<file path="src/rtl/sv_uart_rx.sv">
// UART receiver: 2-FF synchronized input, mid-bit sampling, AXI-Stream output with a
// one-word holding register, framing and overrun error pulses.
module sv_uart_rx #(
    parameter int unsigned DATA_WIDTH = 8,
    parameter int unsigned STOP_BITS  = 1
) (
    input  logic                  iclk,
    input  logic                  irst,
    input  logic                  irx,
    input  logic [15:0]           idivider,
    output logic [DATA_WIDTH-1:0] m_axis_tdata,
    output logic                  m_axis_tvalid,
    input  logic                  m_axis_tready,
    output logic                  oframe_err,
    output logic                  ooverrun,
    output logic                  obusy
);

    typedef enum logic [1:0] {StIdle, StStart, StData, StStop} state_t;

    localparam logic [4:0] LastData = 5'(DATA_WIDTH - 1);
    localparam logic [4:0] LastStop = 5'(STOP_BITS - 1);

    state_t                state_q, state_d;
    logic                  rx_meta_q, rx_s_q, rx_prev_q;
    logic [15:0]           cnt_q, cnt_d, div_q, div_d;
    logic [4:0]            bit_q, bit_d;
    logic [DATA_WIDTH-1:0] shift_q, shift_d, tdata_q, tdata_d;
    logic                  err_q, err_d, tvalid_q, tvalid_d;
    logic                  ferr_q, ferr_d, ovr_q, ovr_d;
    logic                  mid_tick, bit_tick, frame_bad;

    assign mid_tick = (cnt_q == (div_q >> 1));
    assign bit_tick = (cnt_q == (div_q - 16'd1));

    always_comb begin
        state_d   = state_q;
        cnt_d     = cnt_q;
        div_d     = div_q;
        bit_d     = bit_q;
        shift_d   = shift_q;
        err_d     = err_q;
        tdata_d   = tdata_q;
        tvalid_d  = tvalid_q;
        ferr_d    = 1'b0;
        ovr_d     = 1'b0;
        frame_bad = err_q | ~rx_s_q;

        if (tvalid_q && m_axis_tready) begin
            tvalid_d = 1'b0;
        end

        unique case (state_q)
            StIdle: begin
                if (rx_prev_q && !rx_s_q) begin
                    div_d   = idivider;
                    cnt_d   = 16'd0;
                    state_d = StStart;
                end
            end
            StStart: begin
                if (mid_tick) begin
                    cnt_d = 16'd0;
                    if (!rx_s_q) begin
                        state_d = StData;
                        bit_d   = 5'd0;
                    end else begin
                        state_d = StIdle;
                    end
                end else begin
                    cnt_d = cnt_q + 16'd1;
                end
            end
            StData: begin
                if (bit_tick) begin
                    cnt_d   = 16'd0;
                    shift_d = {rx_s_q, shift_q[DATA_WIDTH-1:1]};
                    if (bit_q == LastData) begin
                        state_d = StStop;
                        bit_d   = 5'd0;
                        err_d   = 1'b0;
                    end else begin
                        bit_d = bit_q + 5'd1;
                    end
                end else begin
                    cnt_d = cnt_q + 16'd1;
                end
            end
            StStop: begin
                if (bit_tick) begin
                    cnt_d = 16'd0;
                    if (bit_q == LastStop) begin
                        // Return to idle mid-stop so a back-to-back start edge is caught.
                        state_d = StIdle;
                        if (frame_bad) begin
                            ferr_d = 1'b1;
                        end else if (!tvalid_q || m_axis_tready) begin
                            tdata_d  = shift_q;
                            tvalid_d = 1'b1;
                        end else begin
                            ovr_d = 1'b1;
                        end
                    end else begin
                        err_d = frame_bad;
                        bit_d = bit_q + 5'd1;
                    end
                end else begin
                    cnt_d = cnt_q + 16'd1;
                end
            end
            default: state_d = StIdle;
        endcase
    end

    always_ff @(posedge iclk) begin
        if (irst) begin
            rx_meta_q <= 1'b1;
            rx_s_q    <= 1'b1;
            rx_prev_q <= 1'b1;
            state_q   <= StIdle;
            cnt_q     <= 16'd0;
            div_q     <= 16'd0;
            bit_q     <= 5'd0;
            shift_q   <= '0;
            err_q     <= 1'b0;
            tdata_q   <= '0;
            tvalid_q  <= 1'b0;
            ferr_q    <= 1'b0;
            ovr_q     <= 1'b0;
        end else begin
            rx_meta_q <= irx;
            rx_s_q    <= rx_meta_q;
            rx_prev_q <= rx_s_q;
            state_q   <= state_d;
            cnt_q     <= cnt_d;
            div_q     <= div_d;
            bit_q     <= bit_d;
            shift_q   <= shift_d;
            err_q     <= err_d;
            tdata_q   <= tdata_d;
            tvalid_q  <= tvalid_d;
            ferr_q    <= ferr_d;
            ovr_q     <= ovr_d;
        end
    end

    assign m_axis_tdata  = tdata_q;
    assign m_axis_tvalid = tvalid_q;
    assign oframe_err    = ferr_q;
    assign ooverrun      = ovr_q;
    assign obusy         = (state_q != StIdle);

endmodule

</file>
<file path="config.mk">
export PLATFORM = sky130hd
export DESIGN_NAME = sv_uart_rx
export DESIGN_NICKNAME = d
export VERILOG_FILES = /design/src/rtl/sv_uart_rx.sv
export SDC_FILE = /design/constraint.sdc
export NUM_CORES = 1
export LEC_CHECK = 0
export CAP_MARGIN = 40
export CORE_ASPECT_RATIO = 0.8
export CORE_MARGIN = 2
export CORE_UTILIZATION = 58
export DETAILED_ROUTE_END_ITERATION = 10
export GPL_TIMING_DRIVEN = 0
export PLACE_DENSITY = 0.8
export SYNTH_ARGS = -nofsm -noshare
export SYNTH_HDL_FRONTEND = slang
export SYNTH_SLANG_ARGS = --single-unit
</file>
<file path="constraint.sdc">
create_clock -name iclk -period 4.8 [get_ports iclk]
set_input_delay 0.72 -clock iclk [delete_from_list [all_inputs] [get_ports iclk]]
set_output_delay 0.72 -clock iclk [all_outputs]
set_load 0.01 [all_outputs]
</file>
==> results of run 1 <==
registers in the layout, summed over array words and instances (netlist names), named ones only:
signal	count
shift_q	8
div_q	16
rx_s_q	1
state_q	1
cnt_q	16
ooverrun	1
oframe_err	1
m_axis_tdata	8
m_axis_tvalid	1
bit_q	5
rx_prev_q	1
rx_meta_q	1
err_q	1
critical path, cell delays in order (launching register included):
cell and delay [ps]:
dfxtp_1 300, buf_2 170, or4_1 500, clkbuf_2 180, or4_4 510, a2111oi_4 360
o2111ai_2 260, o41ai_1 570, clkbuf_1 470, o211ai_1 190, a32o_1 300
per-layer routing:
layer | vias to the layer above | part of all wire, %
met5 | - | 0
met4 | 0 | 1.5
met3 | 15 | 8.5
met2 | 137 | 41
met1 | 1561 | 49
li1 | 1645 | -
Yosys cell counts (all sizes together), types with 5 or more instances:
cell    number  area share, %
a211oi       6            1.3
a21oi       24            3.4
and2         5           0.89
and3         8            1.4
buf          5            1.1
clkbuf      29            3.2
dfxtp       62             35
inv         14            1.5
mux2i       17            4.8
nand2       77            8.2
nand2b       6            1.1
nand3        6           0.85
nand4        5           0.89
nor2        17            1.8
nor3        10            1.4
nor4        16            2.8
o21ai       11            1.6
o31ai        5            1.1
or3          8            1.4
or4          5            1.4
xnor2       16            4.0
xor2        18            4.5
stage by stage:
step           std cells  power, mW  hold WS, ps
6_report             562       1.23          411
5_1_grt              562       1.28          428
4_1_cts              562       1.23          416
3_5_place_dp         546      0.827          412
3_3_place_gp         545      0.821          395
2_1_floorplan        433      0.749          389
final cells by class:
type                       count  area [um2]
clock buffer                  10         128
sequential                    62        1240
clock inverter                 6        38.8
timing repair buffer          32         320
buffer                        34         151
tap                           81         101
multi-input combinational    322        2070
fill                         517        1780
inverter                      15        56.3
cell usage in the layout, fill, tap and decap left out, types with 8 or more instances in the layout:
master,count
a21oi_1,24
dfxtp_1,62
xnor2_1,16
xor2_1,18
mux2i_1,17
o21ai_0,11
inv_1,14
clkbuf_1,26
nand2_1,77
clkbuf_8,9
and3_1,8
clkdlybuf4s50_1,31
nor4_1,16
nor3_1,10
or3_1,8
nor2_1,17
cell families (layout without fill, tap and decap cells):
| group | count (synthesis) | after routing | synth area share [%] |
|---|---|---|---|
| and+or+nand+nor | 178 | 178 | 25.5 |
| AOI/OAI and AO/OA | 87 | 87 | 17.9 |
| DFF | 62 | 62 | 35.3 |
| buffers and inverters | 49 | 97 | 5.91 |
| xor gates and xnor gates | 34 | 34 | 8.47 |
| muxes | 19 | 19 | 5.48 |
| adders and majority gates | 4 | 4 | 1.42 |
worst paths after layout:
kind                                start          to  slack (ps)  cells after the start
worst max-delay path             div_q[6]  state_q[0]         880                     10
worst min-delay path            rx_meta_q      rx_s_q         410                      1
worst min register to register  rx_meta_q      rx_s_q         410                      1
worst max register to register   div_q[6]  state_q[0]         880                     10
where the power goes:
part	internal, mW	total, mW	switching (mW)
clock	0.185	0.406	0.221
sequential	0.531	0.550	0.0189
combinational	0.104	0.273	0.169
total	0.821	1.23	0.409
==> results.txt, run 1 <==
* Number of antenna violations at the first check in global routing: 0
- Diode insertion count for antenna repair: 0
* Overall die width: 91.0 um
- Of the cells placed in the final design, the portion with a size suffix greater than 1 is 8.11%.
- Buffers inserted during post-CTS setup optimization: 0
* Count of nets left with antenna violations after detail routing: 0
- Measured against its own limit, the worst slew margin works out to 56.3%.
- The final number of hold-violating endpoints came to 0.
- Final-stage net count: 500
- Setup slack of the critical path after layout: 878 ps
- Flip-flop and latch count after synthesis: 62
* Ys Warns: 0
* Area of the die: 6700 um2
* Remaining DRCs: 0
- Placement Setup Slack: 1010 ps
- Via-per-instance ratio: 5.98
- Counting every net in the synthesized netlist gives 457.
- TritonCTS built the clock tree.
- Maximum number of pins on one net before global-route repair: 12
* Worst setup skew after layout: 11.8 ps
* Post-route minimum period: 3920 ps
* GR Util met3: 6.67%
- Post-Layout Inst Area: 4100 um2
- Counting every sink on the clock net gives 62.
- The number of gates resized after CTS was 0.
* Max-cap violations: 0
- The core region is 5880 um2.
- The number of pins exceeding their max-slew limit in the final report came to 0.
* Layer with the highest usage: met2
* P_leak: 1.65 nW
* Core Rows: 25
- Wire length of the first global-routing pass: 14100 um
- The final layout contains routed wiring with a total length of 8670 um.
* Met1 GRT Util: 38.8%
* Kind of end point of the critical path: flip-flop
- Bufs on Longest Clock Path: 2
- The most used flip-flop cell after synthesis is dfxtp_1.
- For the pin with the worst max-slew slack, the measured transition is 649 ps.
- Die boundary height: 73.6 um
* Cell area power density: 300 nW/um2
* Post-Synthesis Mean Instance Area: 8.12 um2
* Mapped Area: 3520 um2
* Clock transition at the registers of the reported paths: 70 ps
- For this configuration, the core starts out at a cell density of 59.8%.
- STA puts the critical path data required time at 5040 ps.
* Cell area after placement: 3940 um2
* Placed wire-length estimate: 6400 um
- In this run, synthesis inferred 0 flip-flops with an integrated enable.
- Along the worst path, the maximum fanout reaches 10.
* First drt pass iteration count: 5
* Setup repair after global routing missed its margin: no
- The critical path in this run is classified as flip-flop to flip-flop.
- The number of clock buffers added by TritonCTS is 9.
* Number of DRC markers after the initial detailed-route iteration: 307
- Syn-to-layout area delta: 16.7%
- I/O pins: 32
- Setup violations remaining at the end of the flow were counted as 0.
- WP data arrival: 4160 ps
- Cells fill 69.8% of the core in the end.
- Across all layers, the routed design uses 3358 vias.
- Met2 demand-to-capacity share in global routing: 38.8%
- Global routing finished with a remaining overflow of 0.
- Gr usage total: 26.8%
- Dividing the detail-routed wire length by the instance count gives 15.4 um.
* Final clock period utilization by the worst path: 81.7%
- Status: finished clean
- The count of buffers added on input and output ports is 31.
- For this design, the CTS-stage hold fixing added 0 buffers.
* Master cell of the clock root buffer: clkbuf_8
- Share of synthesized registers carrying an async set or reset: 0%
* Post-synth cell types: 58
- Static timing analysis puts the maximum clock frequency at 255 MHz.
* Setup TNS: 0 ps
* # H-tree levels: 3
- In this run the worst hold path is classified as flip-flop to flip-flop.
- Clock insertion delay at the later pin of the skew report: 360 ps
- For this run, the register share of the synthesized area comes to 35.3%.
- Cell count after synthesis: 433
- IR analysis of the VDD net gives a maximum drop of 219 uV.
- Startpoint type of the worst setup path: flip-flop
* Final estimated routing congestion in global placement: 1.01
- Vias in the first global route: 2981
Power figures use the tool's default switching activity.
==> inputs of run 2 (changes only) <==
- CORE_UTILIZATION: 58 -> 52
- PLACE_DENSITY: 0.8 -> 0.76
- clock period: 4.8 -> 3.6 ns (I/O delays scaled with it)
==> results.txt, run 2 (same netlist as run 1, synthesis figures left out) <==
* Vias in the first global route: 3066
* Most common library cell in the layout ignoring fill and taps: nand2_1
- Post-Layout Inst Area: 4280 um2
- Total power consumption of the routed design: 1.89 mW
* Number of DRC markers after the initial detailed-route iteration: 290
- Die boundary height: 77.5 um
- The run finished with clean final reports.
- Via-per-instance ratio: 6.07
- Cell area after placement: 3940 um2
- Cell at the slowest stage of the critical path: or4_4
- Post-route minimum period: 3560 ps
- Remaining DRCs: 0
- Final clock period utilization by the worst path: 98.8%
- Critical path required time: 3870 ps
* Number of failing setup endpoints in the final timing report: 0
- The clock drives 62 sinks.
- The H-tree was split into 3 levels.
- Initial Utilization: 54.3%
- For this design the ratio of total power to cell area is 441 nW/um2.
* Port-buffer cells: 31
- Max Freq: 281 MHz
* Floorplan Core Area: 6470 um2
- Overall die width: 95.9 um
- Along the worst hold path, the cell count comes to 1.
* Master cell of the clock root buffer: clkbuf_8
* Count of nets left with antenna violations after detail routing: 0
- The die covers 7440 um2.
* Capturing point of the worst reg2reg path: m_axis_tdata[7]
- Startpoint type of the worst setup path: flip-flop
* Placed wire-length estimate: 6460 um
- Number of antenna violations at the first check in global routing: 0
- No sink is reached through more buffers than the 2 on the longest clock path.
* Number of pins with negative max-slew slack in the final report: 0
* Setup repair after global routing missed its margin: yes
- For the worst-skew pair, the clock arrives at the later sink with an insertion delay of 350 ps.
* Reg-to-reg slack, setup: 40 ps
- Leaving out fill and tap cells, the most frequent cells in the layout are 77 x nand2_1, 62 x dfxtp_1, 31 x clkdlybuf4s50_1.
- The largest registers in the layout are cnt_q (16), div_q (16).
- Final estimated routing congestion in global placement: 0.975
- Across the run, the number of max-cap violations was 0.
* WP data arrival: 3830 ps
- I/O pins: 32
* Gr usage total: 26.3%
- Headroom to the max-slew limit came out at 57.2%.
- The worst setup path is captured at a flip-flop.
- Traced cell by cell, the critical path runs through buf_6, or4_4, buf_8, or3_4, a2111oi_4, o2111ai_2, or4_4, or4_4, mux2i_1.
- The final number of hold-violating endpoints came to 0.
* Diode insertion count for antenna repair: 0
- Clock transition at the registers of the reported paths: 80 ps
* GR Overflow Total: 0
- Cells with a size suffix above 1 make up 10.8% of the layout.
- At the pin with the least slew margin, the transition time is 639 ps.
* Peak supply drop: 271 uV
* Placement Setup Slack: -526 ps
- The worst hold path terminates at rx_s_q.
- First drt pass iteration count: 5
- The routed layout has 3443 vias.
- Hold Path Origin: rx_meta_q
- Core Rows: 26
- Startpoint of the worst register-to-register path: div_q[5]
- The critical path is of the flip-flop to flip-flop type.
- Along the worst path, the maximum fanout reaches 9.
- The first global-routing pass estimated 15300 um of wire.
- Summed over all failing endpoints, the final setup total negative slack is 0 ps.
- On the final layout, the worst clock skew is 8.77 ps.
- Class of the worst hold path: flip-flop to flip-flop
* Clock tree from TritonCTS: done
- Average routed wire per standard cell: 16.4 um
- P_leak: 1.72 nW
- Syn-to-layout area delta: 21.8%
- Aggregate routed wire length: 9270 um
* Cts bufs inserted: 9
* Final-stage net count: 502
- Entering global routing, the biggest net connects 13 pins.
- Most frequent cell on the critical path: or4_4
* Worst reg2reg path depth: 9
* Setup slack of the critical path after layout: 42.5 ps
- Stage delay of the slowest cell on the critical path: 600 ps
-- run 2: cell count changes in the layout (fill, tap and decap cells not counted), moves of 3 or more --
cell       before  now
buf_4           0    6
bufinv_16       0    3
clkbuf_1       26   23
nor4_1         16   13
nor4_2          0    3
-- run 2: worst max path at each step --
stage / endpoint / start / cells past startpoint / slack [ps]
detailed placement: state_q[0] / div_q[6] / 10 / -530
floorplan: m_axis_tdata[5] / div_q[5] / 10 / 60
CTS: bit_q[2] / div_q[5] / 11 / 20
global route: m_axis_tdata[7] / div_q[5] / 9 / -40
finish: m_axis_tdata[7] / div_q[5] / 9 / 40
global placement: state_q[0] / div_q[6] / 10 / -340
-- run 2: cell type report --
class                   count  area, um2
fillers                   556       2190
multi-input cells         322       2130
flip-flops and latches     62       1240
repair buffers             37        359
plain buffers              31        148
clock buffers               9        124
clock inverters             7        121
well taps                  84        105
inverters                  15       56.3
-- run 2: metal layers --
layer | wire length, um | vias up | track usage [%]
met5 | 0 | - | 0
met4 | 148 | 0 | 8.29
met3 | 760 | 17 | 5.34
met2 | 3930 | 150 | 37.4
met1 | 4440 | 1636 | 39.4
li1 | - | 1640 | -
-- run 2: metrics by stage --
stage | instances | hold WS, ps | util [%]
after floorplan | 433 | 389 | -
after global placement | 548 | 394 | 60.7
after detailed placement | 549 | 402 | 60.9
after CTS | 566 | 421 | 65.5
after global routing | 567 | 439 | 66.1
final | 567 | 420 | 66.1
-- run 2: repair_timing --
item,in CTS,in global routing
pin swaps,6,0
setup endpoints to repair,43,33
hold buffers,0,0
resized for setup,9,9
cloned,0,0
buffers inserted,3,2
-- run 2: critical path: cells and delay by family, from the launching register on --
family	cells	cell delay (ps)
AO/OA/AOI/OAI	2	590
flip-flops	1	310
buffers and inverters	2	290
AND/OR/NAND/NOR	4	2060
multiplexers	1	210
-- run 2: where the power goes --
group	switching [mW]	total, mW	leakage, nW	internal (mW)
logic	0.242	0.388	1.09	0.146
registers	0.0268	0.735	0.501	0.708
clock network	0.301	0.764	0.124	0.463
==> inputs of run 3 (changes only) <==
- CAP_MARGIN: 40 -> default
- HOLD_SLACK_MARGIN: default -> 0.03
==> results.txt, run 3 (same netlist as run 1, synthesis figures left out) <==
* Cts-stage hold buffer count: 0
- Number of placed cells counting well taps: 548
* Placed wire-length estimate: 6460 um
* Gr usage total: 25.7%
* Worst setup skew after layout: 12.2 ps
- Number of pins with negative max-slew slack in the final report: 0
- Number of antenna violations at the first check in global routing: 0
- In this run the tightest slew margin relative to its limit is 49.2%.
- The clock drives 62 sinks.
* Number of hold violations in the final report: 0
* Wire length of the first global-routing pass: 15100 um
* # H-tree levels: 3
- Placement Setup Slack: -449 ps
* Aggregate routed wire length: 9380 um
* Worst Path Max Fanout: 8
- Number of failing setup endpoints in the final timing report: 0
- For this design the static power due to leakage is 1.75 nW.
- Routed via count: 3411
- Port-buffer cells: 31
* Peak supply drop: 284 uV
- STA classifies the critical path endpoint as a flip-flop.
- The flow ran to the end, and the final reports show no timing, DRC or antenna violations.
- Critical path type: flip-flop to flip-flop
- Average routed wire per standard cell: 16.4 um
* Fraction of final layout cells sized beyond drive strength 1: 12.3%
- Master cell of the clock root buffer: clkbuf_8
- For this run the aggregate overflow at the end of global routing stands at 0.
- STA classifies the critical path startpoint as a flip-flop.
- Power spread over the standard cell area amounts to 440 nW/um2.
* Clock tree from TritonCTS: done
- Across the whole layout, storage elements account for 1240 um2.
- Footprint of the multi-input gates: 2140 um2
- Post-route minimum period: 3590 ps
- 0 antenna diodes ended up in the layout.
- Final-stage net count: 508
- Max Freq: 279 MHz
- Via-per-instance ratio: 5.95
* Fillcell total: 543
* Floorplan Core Area: 6470 um2
* Syn-to-layout area delta: 23.2%
- Bufs on Longest Clock Path: 2
* Most used cells in the layout excluding fill and tap cells: 77 x nand2_1, 60 x dfxtp_1, 31 x clkdlybuf4s50_1
- Before antenna repair, the detailed router went through 5 iterations.
- After detailed routing, the number of remaining DRC violations is 0.
* Maximum number of pins on one net before global-route repair: 13
* Number of DRC markers after the initial detailed-route iteration: 310
- Measured along the y axis, the die boundary spans 77.5 um.
- For the worst setup path, the data required time is 3830 ps.
- Initial Utilization: 54.3%
- Setup repair after global routing missed its margin: yes
- The die covers 7440 um2.
- Leaving out filler cells and counting taps, the final layout contains 573.
- Overall die width: 95.9 um
* Cts bufs inserted: 9
* Setup slack of the critical path after layout: 11.3 ps
- Final clock period utilization by the worst path: 99.7%
- At the later pin of the worst-skew pair, clock insertion delay measures 350 ps.
- The worst hold path belongs to the class flip-flop to flip-flop.
* Final estimated routing congestion in global placement: 0.975
- Core Rows: 26
* Vias in the first global route: 3095
- Count of nets left with antenna violations after detail routing: 0
- 32 I/O pins were placed.
- Most common library cell in the layout ignoring fill and taps: nand2_1
- Slew at the pin closest to its max-slew limit: 758 ps
- At the worst endpoint, the arrival time is 3820 ps.
- Clock-pin slew was measured on the worst setup and hold paths at 70 ps.
* Registers with the most flip-flops: cnt_q (16), div_q (16)
- Across the run, the number of max-cap violations was 0.
run 3: report_power, final:
part	switching, mW	total [mW]	internal, mW	leakage, nW
clock network	0.303	0.767	0.464	0.124
logic	0.250	0.404	0.154	1.12
registers	0.0266	0.735	0.709	0.502
run 3: cell type report:
class	instances	area share, %
plain buffers	31	3.32
multi-input cells	322	49.3
clock buffers	9	2.86
well taps	84	2.43
flip-flops and latches	62	28.7
repair buffers	43	9.24
inverters	15	1.30
clock inverters	7	2.80
run 3: path summary, 6_finish.rpt:
| check | from | cells past startpoint | slack, ps | endpoint |
|---|---|---|---|---|
| hold reg to reg | rx_meta_q | 1 | 430 | rx_s_q |
| setup / recovery | div_q[5] | 9 | 10 | m_axis_tdata[3] |
| setup reg to reg | div_q[5] | 9 | 10 | m_axis_tdata[3] |
| hold / removal | rx_meta_q | 1 | 430 | rx_s_q |
run 3: critical path, cell delays in order, from the launching register on:
cell	delay [ps]
dfxtp_2	320
buf_6	130
or4_4	510
buf_6	140
or4_4	490
a2111oi_4	390
o2111ai_2	200
or4_4	590
or4_4	550
mux2i_1	160
run 3: per-layer routing:
metal,share of wire (%),GRT usage [%]
met5,0,0
met4,1.7,6.57
met3,7.8,5.73
met2,43,36.2
met1,48,39.2
run 3: through the flow:
step / utilization (%) / area (um2) / total power, mW / TNS, ps / hold WS, ps
after floorplan: - / 3520 / 0.998 / 0 / 389
after global placement: 60.7 / 3930 / 1.10 / -7300 / 394
after detailed placement: 60.7 / 3930 / 1.11 / -10500 / 402
after CTS: 65.5 / 4240 / 1.88 / -55.9 / 444
after global routing: 66.9 / 4330 / 1.99 / -546 / 452
final: 66.9 / 4330 / 1.91 / 0 / 434
run 3: timing repair:
item | 4_1_cts | 5_1_grt
hold endpoints to repair | 0 | 0
buffers inserted | 3 | 9
pin swaps | 5 | 7
resized for setup | 8 | 14
endpoints found under the setup margin | 40 | 34
